## src/rtl/rv_multicycle_seq.sv

```systemverilog
// rv_multicycle_seq
//   Multicycle control sequencer for an RV64I datapath. Walks each instruction
//   through fetch / decode / execute / memory / writeback, drives the datapath
//   enables, resolves branches and jumps into a PC-source select, counts retired
//   instructions and traps on illegal opcodes.
//
//   Optional build macro: RV_SEQ_MEM_TIMEOUT_EN
//     When defined, an 8-bit watchdog counts consecutive not-ready cycles in
//     FETCH or MEM and forces TRAP after TIMEOUT_CYC of them.
//
//   Ports
//     clk, reset            clock, synchronous active-high reset
//     opcode, funct3        instruction fields from the instruction register
//     alu_zero, alu_lt      ALU flags used for branch resolution
//     imem_ready            instruction memory data valid
//     dmem_ready            data memory access complete
//     imem_req, ir_we       fetch request, instruction register load
//     pc_we, pc_src         PC update and source (0 pc+4, 1 pc+imm, 2 ALU&~1)
//     alu_src_b, alu_op     ALU B select (0 rs2, 1 imm) and operation class
//     dmem_req, dmem_we     data memory request / write
//     rf_we, wb_sel         register write and source (0 ALU, 1 mem, 2 pc+4)
//     state                 current state (debug)
//     illegal               sticky illegal-instruction flag
//     instret               retired-instruction count
//
//   state  | meaning
//   -------+----------------------------------------------
//   FETCH  | request instruction, load IR when ready
//   DECODE | latch opcode/funct3, check legality
//   EXEC   | drive ALU controls, resolve branches
//   MEM    | data memory access, wait for dmem_ready
//   WB     | register write and PC update
//   TRAP   | illegal instruction, held until reset
module rv_multicycle_seq #(
  parameter int XLEN        = 64,
  parameter int TIMEOUT_CYC = 255
) (
  input  logic            clk,
  input  logic            reset,
  input  logic [6:0]      opcode,
  input  logic [2:0]      funct3,
  input  logic            alu_zero,
  input  logic            alu_lt,
  input  logic            imem_ready,
  input  logic            dmem_ready,
  output logic            imem_req,
  output logic            ir_we,
  output logic            pc_we,
  output logic [1:0]      pc_src,
  output logic            alu_src_b,
  output logic [1:0]      alu_op,
  output logic            dmem_req,
  output logic            dmem_we,
  output logic            rf_we,
  output logic [1:0]      wb_sel,
  output logic [2:0]      state,
  output logic            illegal,
  output logic [XLEN-1:0] instret
);

  // The watchdog counter is 8 bits wide, so the limit must fit in it.
  if (TIMEOUT_CYC < 1 || TIMEOUT_CYC > 255) begin : g_bad_timeout
    $error("rv_multicycle_seq: TIMEOUT_CYC must be in 1..255");
  end

  typedef enum logic [2:0] {
    S_FETCH  = 3'd0,
    S_DECODE = 3'd1,
    S_EXEC   = 3'd2,
    S_MEM    = 3'd3,
    S_WB     = 3'd4,
    S_TRAP   = 3'd5
  } state_t;

  localparam logic [6:0] OP_LOAD   = 7'b0000011;
  localparam logic [6:0] OP_STORE  = 7'b0100011;
  localparam logic [6:0] OP_R      = 7'b0110011;
  localparam logic [6:0] OP_I      = 7'b0010011;
  localparam logic [6:0] OP_RW     = 7'b0111011;
  localparam logic [6:0] OP_IW     = 7'b0011011;
  localparam logic [6:0] OP_BRANCH = 7'b1100011;
  localparam logic [6:0] OP_JAL    = 7'b1101111;
  localparam logic [6:0] OP_JALR   = 7'b1100111;
  localparam logic [6:0] OP_LUI    = 7'b0110111;
  localparam logic [6:0] OP_AUIPC  = 7'b0010111;

  state_t          state_q, state_nxt;
  logic [6:0]      op_q;
  logic [2:0]      f3_q;
  logic            illegal_q;
  logic [XLEN-1:0] instret_q;
  logic            op_legal;
  logic            is_load, is_store, is_branch, is_jal, is_jalr, is_lui;
  logic            is_reg, is_arith;
  logic            br_taken, br_bad;
  logic            timeout_hit;

  always_comb begin
    case (opcode)
      OP_LOAD, OP_STORE, OP_R, OP_I, OP_RW, OP_IW, OP_BRANCH,
      OP_JAL, OP_JALR, OP_LUI, OP_AUIPC: op_legal = 1'b1;
      default:                           op_legal = 1'b0;
    endcase
  end

  assign is_load   = (op_q == OP_LOAD);
  assign is_store  = (op_q == OP_STORE);
  assign is_branch = (op_q == OP_BRANCH);
  assign is_jal    = (op_q == OP_JAL);
  assign is_jalr   = (op_q == OP_JALR);
  assign is_lui    = (op_q == OP_LUI);
  assign is_reg    = (op_q == OP_R) || (op_q == OP_RW);
  assign is_arith  = is_reg || (op_q == OP_I) || (op_q == OP_IW);

  always_comb begin
    br_taken = 1'b0;
    br_bad   = 1'b0;
    case (f3_q)
      3'b000:         br_taken = alu_zero;
      3'b001:         br_taken = !alu_zero;
      3'b100, 3'b110: br_taken = alu_lt;
      3'b101, 3'b111: br_taken = !alu_lt;
      default:        br_bad   = 1'b1;
    endcase
  end

`ifdef RV_SEQ_MEM_TIMEOUT_EN
  logic [7:0] wait_cnt;
  logic       waiting;
  assign waiting     = ((state_q == S_FETCH) && !imem_ready) ||
                       ((state_q == S_MEM) && !dmem_ready);
  // Trap on the wait cycle that would take the count to the limit.
  assign timeout_hit = waiting && (wait_cnt == 8'(TIMEOUT_CYC - 1));
`else
  assign timeout_hit = 1'b0;
`endif

  always_comb begin
    state_nxt = state_q;
    imem_req  = 1'b0;
    ir_we     = 1'b0;
    pc_we     = 1'b0;
    pc_src    = 2'd0;
    alu_src_b = 1'b0;
    alu_op    = 2'd0;
    dmem_req  = 1'b0;
    dmem_we   = 1'b0;
    rf_we     = 1'b0;
    wb_sel    = 2'd0;
    case (state_q)
      S_FETCH: begin
        imem_req = 1'b1;
        if (imem_ready) begin
          ir_we     = 1'b1;
          state_nxt = S_DECODE;
        end else if (timeout_hit) begin
          state_nxt = S_TRAP;
        end
      end
      S_DECODE: state_nxt = op_legal ? S_EXEC : S_TRAP;
      S_EXEC: begin
        alu_src_b = !(is_reg || is_branch);
        alu_op    = is_branch ? 2'd1 : is_lui ? 2'd3 : is_arith ? 2'd2 : 2'd0;
        if (is_branch) begin
          if (br_bad) begin
            state_nxt = S_TRAP;
          end else begin
            pc_we     = 1'b1;
            pc_src    = br_taken ? 2'd1 : 2'd0;
            state_nxt = S_FETCH;
          end
        end else if (is_load || is_store) begin
          state_nxt = S_MEM;
        end else begin
          state_nxt = S_WB;
        end
      end
      S_MEM: begin
        dmem_req = 1'b1;
        dmem_we  = is_store;
        if (dmem_ready) begin
          if (is_store) begin
            pc_we     = 1'b1;
            state_nxt = S_FETCH;
          end else begin
            state_nxt = S_WB;
          end
        end else if (timeout_hit) begin
          state_nxt = S_TRAP;
        end
      end
      S_WB: begin
        rf_we     = 1'b1;
        pc_we     = 1'b1;
        wb_sel    = is_load ? 2'd1 : (is_jal || is_jalr) ? 2'd2 : 2'd0;
        pc_src    = is_jal ? 2'd1 : is_jalr ? 2'd2 : 2'd0;
        state_nxt = S_FETCH;
      end
      S_TRAP:  state_nxt = S_TRAP;
      default: state_nxt = S_FETCH;
    endcase
    // Reset kills the in-flight instruction: nothing may commit this cycle.
    if (reset) begin
      imem_req  = 1'b0;
      ir_we     = 1'b0;
      pc_we     = 1'b0;
      pc_src    = 2'd0;
      alu_src_b = 1'b0;
      alu_op    = 2'd0;
      dmem_req  = 1'b0;
      dmem_we   = 1'b0;
      rf_we     = 1'b0;
      wb_sel    = 2'd0;
    end
  end

  always_ff @(posedge clk) begin
    if (reset) begin
      state_q   <= S_FETCH;
      op_q      <= '0;
      f3_q      <= '0;
      illegal_q <= 1'b0;
      instret_q <= '0;
    end else begin
      state_q <= state_nxt;
      if (state_q == S_DECODE) begin
        op_q <= opcode;
        f3_q <= funct3;
      end
      if (state_nxt == S_TRAP) illegal_q <= 1'b1;
      if (pc_we) instret_q <= instret_q + {{(XLEN-1){1'b0}}, 1'b1};
    end
`ifdef RV_SEQ_MEM_TIMEOUT_EN
    if (reset || !waiting) wait_cnt <= '0;
    else                   wait_cnt <= wait_cnt + 8'd1;
`endif
  end

  assign state   = state_q;
  assign illegal = illegal_q;
  assign instret = instret_q;

endmodule
```

## config.mk

```make
export PLATFORM = sky130hd
export DESIGN_NAME = rv_multicycle_seq
export DESIGN_NICKNAME = d
export VERILOG_FILES = /design/src/rtl/rv_multicycle_seq.sv
export SDC_FILE = /design/constraint.sdc
export NUM_CORES = 1
export LEC_CHECK = 0
export ABC_AREA = 1
export BUFFER_PORTS_ARGS = -buffer_cell sky130_fd_sc_hd__buf_2
export CORE_MARGIN = 2
export CORE_UTILIZATION = 23
export CTS_CLUSTER_DIAMETER = 60
export DETAILED_ROUTE_END_ITERATION = 16
export PLACE_DENSITY_LB_ADDON = 0.2
export SYNTH_ARGS = -nofsm -noshare
export SYNTH_HDL_FRONTEND = slang
export SYNTH_SLANG_ARGS = --single-unit
```

## constraint.sdc

```tcl
create_clock -name clk -period 1.9 [get_ports clk]
set_input_delay 0.285 -clock clk [delete_from_list [all_inputs] [get_ports clk]]
set_output_delay 0.285 -clock clk [all_outputs]
set_load 0.03 [all_outputs]
```

### Yosys cells after proc, flatten, opt, wreduce, memory -nomap -nowiden

Cells that the tools add are included.

| operators by class | value |
|---|---|
| mux-type cells | 45 |
| reductions and logical operators | 15 |
| $add $sub $neg | 1 |
| eq/ne operators | 32 |

Operators by type and width:

| kind | count |
|---|---|
| $add 64x1->64 const B | 1 |
| $eq 7x6->1 const B | 8 |
| $eq 7x7->1 const B | 6 |
| $eq 7x5->1 const B | 5 |
| $mux 2 | 12 |
| $mux 1 | 22 |
| $eq 3x3->1 const B | 7 |
| $mux 3 | 7 |
| $pmux 3 s5 | 1 |
| $eq 7x2->1 const B | 2 |
| $reduce_or 11->1 | 1 |
| $eq 3x1->1 const B | 2 |
| $eq 3x2->1 const B | 2 |
| $logic_not 3->1 | 2 |
| $logic_or 1x1->1 | 6 |
| $reduce_or 6->1 | 1 |
| $pmux 1 s4 | 1 |
| $pmux 2 s2 | 1 |
| $reduce_or 2->1 | 2 |
| $logic_not 1->1 | 3 |
| $pmux 1 s3 | 1 |

| word-level totals | value |
|---|---|
| word-level logic and storage cells | 98 |
| output and inout bits | 81 |
| bits of input ports | 16 |
| flip-flop bits (word level) | 78 |

### Depth between registers and ports, before layout

| logic depth | value |
|---|---|
| depth in word-level cells | 9 |
| mapped depth | 13 |
| gate-level depth less buffers | 13 |

### Worst setup path after synthesis

OpenSTA, ideal clock, no wires.

| timing | value |
|---|---|
| kind | register to output |
| start | register state_q[2] (netlist: state[2]) |
| end | output pc_src[0] |
| path slack | -0.892 ns |
| data required time | 1.615 ns |
| stages on the path, launching flop included | 7 |
| data arrival time | 2.507 ns |
| path buffers | 0 |
| cell sequence | dfxtp_1 > inv_2 > nor2_1 > nand2_1 > nor4_1 > inv_1 > o21bai_1 |

| between the ends | value |
|---|---|
| cells in the longest elaborated chain, start to end | 3 |
| elaborated cells between the ends (all ways) | 4 |
| those cells by class | 2 x eq/ne; 2 x mux |

Ends and longest elaborated chain:

| element | RTL line | text |
|---|---|---|
| from (decl) | 87 | `state_t state_q, state_nxt;` |
| from (signal assigned) | 225 | `state_q <= state_nxt;` |
| $eq 3x3->1 / $eq 3x2->1 (equally long branches) | 150 | `case (state_q)` |
| $pmux 2 s2 * | 150 |  |
| $mux 2 * | 203 | `if (reset) begin` |
| to (decl) | 49 | `output logic [1:0] pc_src,` |

Every way passes the cells marked *; elsewhere a longest branch is shown, timed or not.

### Worst setup path after layout

| timing | value |
|---|---|
| start | register state_q[0] (netlist: state[0]) |
| end | output pc_src[0] |

Same word-level chain as after synthesis.

==> impl_metrics.yaml <==
final_layout:
  register_area_mm2: 0.00158
  fill_cells: 2388
  insertedDiodeCount: 0
  final_std_cells_w_o_fill: 1283
  area_growth_syn_to_layout_pct: 35.5
  multi_input_comb_area_mm2: 0.00317
  drive_gt1_frac: 0.245
  nets: 1020
  finish.instance_area_mm2: 0.00678
  finalCoreUtilization: 0.321
placed_design:
  placedInstanceArea_mm2: 0.00616
  worst_setup_timing_slack_at_the_placement_stage_ns: -0.0293
  io_buffer_count: 96
  detailed_place_hpwl_um: 14300
  routabilityCongestion: 0.833
  placedCellCount: 1259
yosys:
  post_synthesis_cell_type_count: 35
  syn-cell-area_mm2: 0.00500
  synth-edff-count: 0
  post_synth_mux_area_share: 0
  synthTopCellsByArea: "sky130_fd_sc_hd__dfxtp_1, sky130_fd_sc_hd__nand2_1, sky130_fd_sc_hd__nor2_1"
  post_synth_inst_count: 857
  synth_async_sr_flop_share: 0
  adder_cell_area_share_of_the_yosys_netlist: 0.00250
  syn-num-nets: 874
  synth.yosys.seq_area_share: 0.312
  yosys_register_bits: 78
  yosysWarningCount: 0
  synth-main-ff-cell: "sky130_fd_sc_hd__dfxtp_1"
  area_leader_netlist: "sky130_fd_sc_hd__dfxtp_1"
  synth_simple_gate_area_share: 0.469
  synth_top_family_by_area: "simple AND/OR/NAND/NOR gates"
  postSynthAreaPerCell_um2: 5.84
  synthXorXnorAreaFrac: 0.0175
  netlist.area_leader.share: 0.312
  synth_compound_area_frac: 0.106
timing:
  setup_violations: 4
  rsz0062_at_grt: "yes"
  fin_skew_ns: 0.00856
  finalCriticalPeriod_ns: 1.94
  worst_hold_slack_ns: 0.181
  worst_margin_slew_ns: 0.489
  finalHoldViolations: 0
  final_critical_path_setup_slack_ns: -0.0434
  fmaxAchievable_ghz: 0.515
  tns_ns: -0.0912
  worst_slew_margin_rel: 0.674
  post-route-period-util: 1.02
  timing.final.max_slew_violations: 0
power:
  p_per_area_mw_per_mm2: 604
  peak_ir_drop_on_the_vdd_network_v: 0.000369
  total_power_mw: 4.10
  leakage_nw: 2.70
clock_tree:
  clock_latency_ns: 0.35
  tritoncts.num_buffers: 9
  clk_transition_reported_paths_ns: 0.06
  tritoncts_num_sinks: 78
  ctsHoldBuffers: 0
  clock_path_buffers: 2
  htree_levels: 3
  cts_tree: "done"
  clockRootBuffer: "sky130_fd_sc_hd__clkbuf_16"
setup_path:
  number_of_buffer_and_inverter_instances_along_the_worst_setup_path: 3
  crit_top_cell: "sky130_fd_sc_hd__nand2_4"
  critical_path_peak_fanout: 4
  cp_data_required_time_ns: 1.62
  critPathMaxStageDelay_ns: 0.37
  crit_type: "reg -> out"
  cpMaxStageDelayCell: "sky130_fd_sc_hd__dfxtp_4"
  setup.worst_path.start_class: "register"
  critical-path-top-delay-family: "simple AND/OR/NAND/NOR gates"
  crit_path_cell_trace: "inv_4 -> nand2_4 -> nor2_4 -> nand2_4 -> nor4_4 -> inv_2 -> o21bai_4 -> buf_6"
  critical_path_capture_point_type: "output port"
  timing.critical_path.arrival_ns: 1.66
die:
  core_mm2: 0.0212
  std_cell_rows: 53
  fp.dieW_um: 151
  num_ports: 97
  floorplan.die.height_um: 151
  die_area_mm2: 0.0230
  floorplan.initialDensity: 0.237
drt:
  firstDrtPassIters: 4
  drt-wirelength-per-cell_um: 14.2
  drt-initial-drc-count: 266
  routed_wirelength_um: 18200
  antenna_violating_nets_post_route: 0
  num_vias: 5655
  post_drt_via_cell_ratio: 4.41
  detail_route.drc_violations: 0
run:
  timing.max_cap.violations: 0
global_route:
  global_route_hottest_layer: "met2"
  use_met1: 0.209
  grt_pass1_wl_um: 28200
  number_of_antenna_violations_at_the_first_check_in_global_routing: 0
  grt_remaining_overflow: 0
  gr-usage-met2: 0.266
  grt_pass1_vias: 5401
  groute.layer.met3.usage: 0.0401
  pin_count_of_the_biggest_net_entering_global_routing: 44
  gr-usage-all-layers: 0.161
min_path:
  worst_hold_path_type: "in -> reg"
outcome:
  violations: "negative setup slack"
  run_status: "finished with violations"
-- cell type report --
class                   instances  share of cell area
clock buffers                   9              0.0332
clock inverters                 7              0.0166
inverters                      92              0.0520
multi-input cells             667               0.468
flip-flops and latches         78               0.233
well taps                     275              0.0507
repair buffers                155               0.147
-- layer usage --
layer,up-vias,share of wire
met5,-,0
met4,0,0.014
met3,16,0.058
met2,125,0.46
met1,2526,0.47
li1,2988,-
-- power by group --
group          switching, mW  internal [mW]
logic                  0.253          0.124
clock network          0.737           1.28
registers             0.0305           1.67
total                   1.02           3.07
-- final timing paths --
check | endpoint | start | slack [ns] | cells after the start
max | pc_src[0] | state[0]$_SDFF_PP0_ | -0.04 | 8
min | op_q[1]$_SDFFE_PP0P_ | opcode[1] | 0.18 | 3
max reg2reg | instret[54]$_SDFFE_PP0P_ | state[2]$_SDFF_PP0_ | 0.11 | 13
min reg2reg | illegal$_SDFFE_PP0N_ | illegal$_SDFFE_PP0N_ | 0.46 | 2
-- worst register-to-register path, delay by kind of cell, from the launching register on --
family / cells / cell delay, ns
simple gates: 8 / 0.85
flops: 1 / 0.35
buf+inv: 5 / 0.54
-- cells in the mapped netlist, types with 6 or more instances --
library cell and n:
sky130_fd_sc_hd__o21ai_0 33, sky130_fd_sc_hd__inv_2 9, sky130_fd_sc_hd__nand4_1 11, sky130_fd_sc_hd__nor2_1 184, sky130_fd_sc_hd__a21oi_1 58, sky130_fd_sc_hd__nand2_1 270, sky130_fd_sc_hd__clkbuf_1 7, sky130_fd_sc_hd__nor3_1 11
sky130_fd_sc_hd__inv_1 82, sky130_fd_sc_hd__nand2_2 8, sky130_fd_sc_hd__nor3b_1 6, sky130_fd_sc_hd__dfxtp_1 78, sky130_fd_sc_hd__nand3_1 36, sky130_fd_sc_hd__xor2_1 7
-- kinds of logic (layout without fill, tap and decap cells) --
kind of cell	count (synthesis)	after routing
simple gates	555	555
fa+ha+maj	1	1
buf+inv	112	263
xor+xnor	10	10
flops	78	78
compound gates	101	101
-- placed cells by master, fill, tap and decap left out, types with 3 or more instances in the layout --
| master | count |
|---|---|
| sky130_fd_sc_hd__xor2_1 | 7 |
| sky130_fd_sc_hd__nor2_1 | 171 |
| sky130_fd_sc_hd__nor2_2 | 9 |
| sky130_fd_sc_hd__dfxtp_1 | 67 |
| sky130_fd_sc_hd__nand3_1 | 30 |
| sky130_fd_sc_hd__nor2_4 | 13 |
| sky130_fd_sc_hd__bufinv_16 | 3 |
| sky130_fd_sc_hd__nor3_1 | 10 |
| sky130_fd_sc_hd__nand3_2 | 10 |
| sky130_fd_sc_hd__o21bai_1 | 3 |
| sky130_fd_sc_hd__xnor2_1 | 3 |
| sky130_fd_sc_hd__o21ai_0 | 32 |
| sky130_fd_sc_hd__buf_2 | 88 |
| sky130_fd_sc_hd__clkbuf_16 | 9 |
| sky130_fd_sc_hd__inv_2 | 8 |
| sky130_fd_sc_hd__nand2_2 | 8 |
| sky130_fd_sc_hd__dfxtp_2 | 9 |
| sky130_fd_sc_hd__nand4_1 | 11 |
| sky130_fd_sc_hd__nand2_1 | 267 |
| sky130_fd_sc_hd__buf_6 | 7 |
| sky130_fd_sc_hd__clkinv_2 | 3 |
| sky130_fd_sc_hd__nand2_4 | 4 |
| sky130_fd_sc_hd__a21oi_1 | 57 |
| sky130_fd_sc_hd__buf_4 | 58 |
| sky130_fd_sc_hd__nand3b_1 | 5 |
| sky130_fd_sc_hd__nor3b_1 | 6 |
| sky130_fd_sc_hd__inv_1 | 80 |
| sky130_fd_sc_hd__inv_4 | 3 |
-- state kept, by name, indices dropped and copies added, names as in the netlist --
signal	count
instret	64
op_q	7
f3_q	3
state	3
illegal	1
-- repair_timing --
action	in CTS	in global routing
buffers inserted	2	6
cloned	0	0
gates resized for setup	17	55
setup endpoints to repair	9	42
pin swaps	4	11
Power figures use the tool's default switching activity.
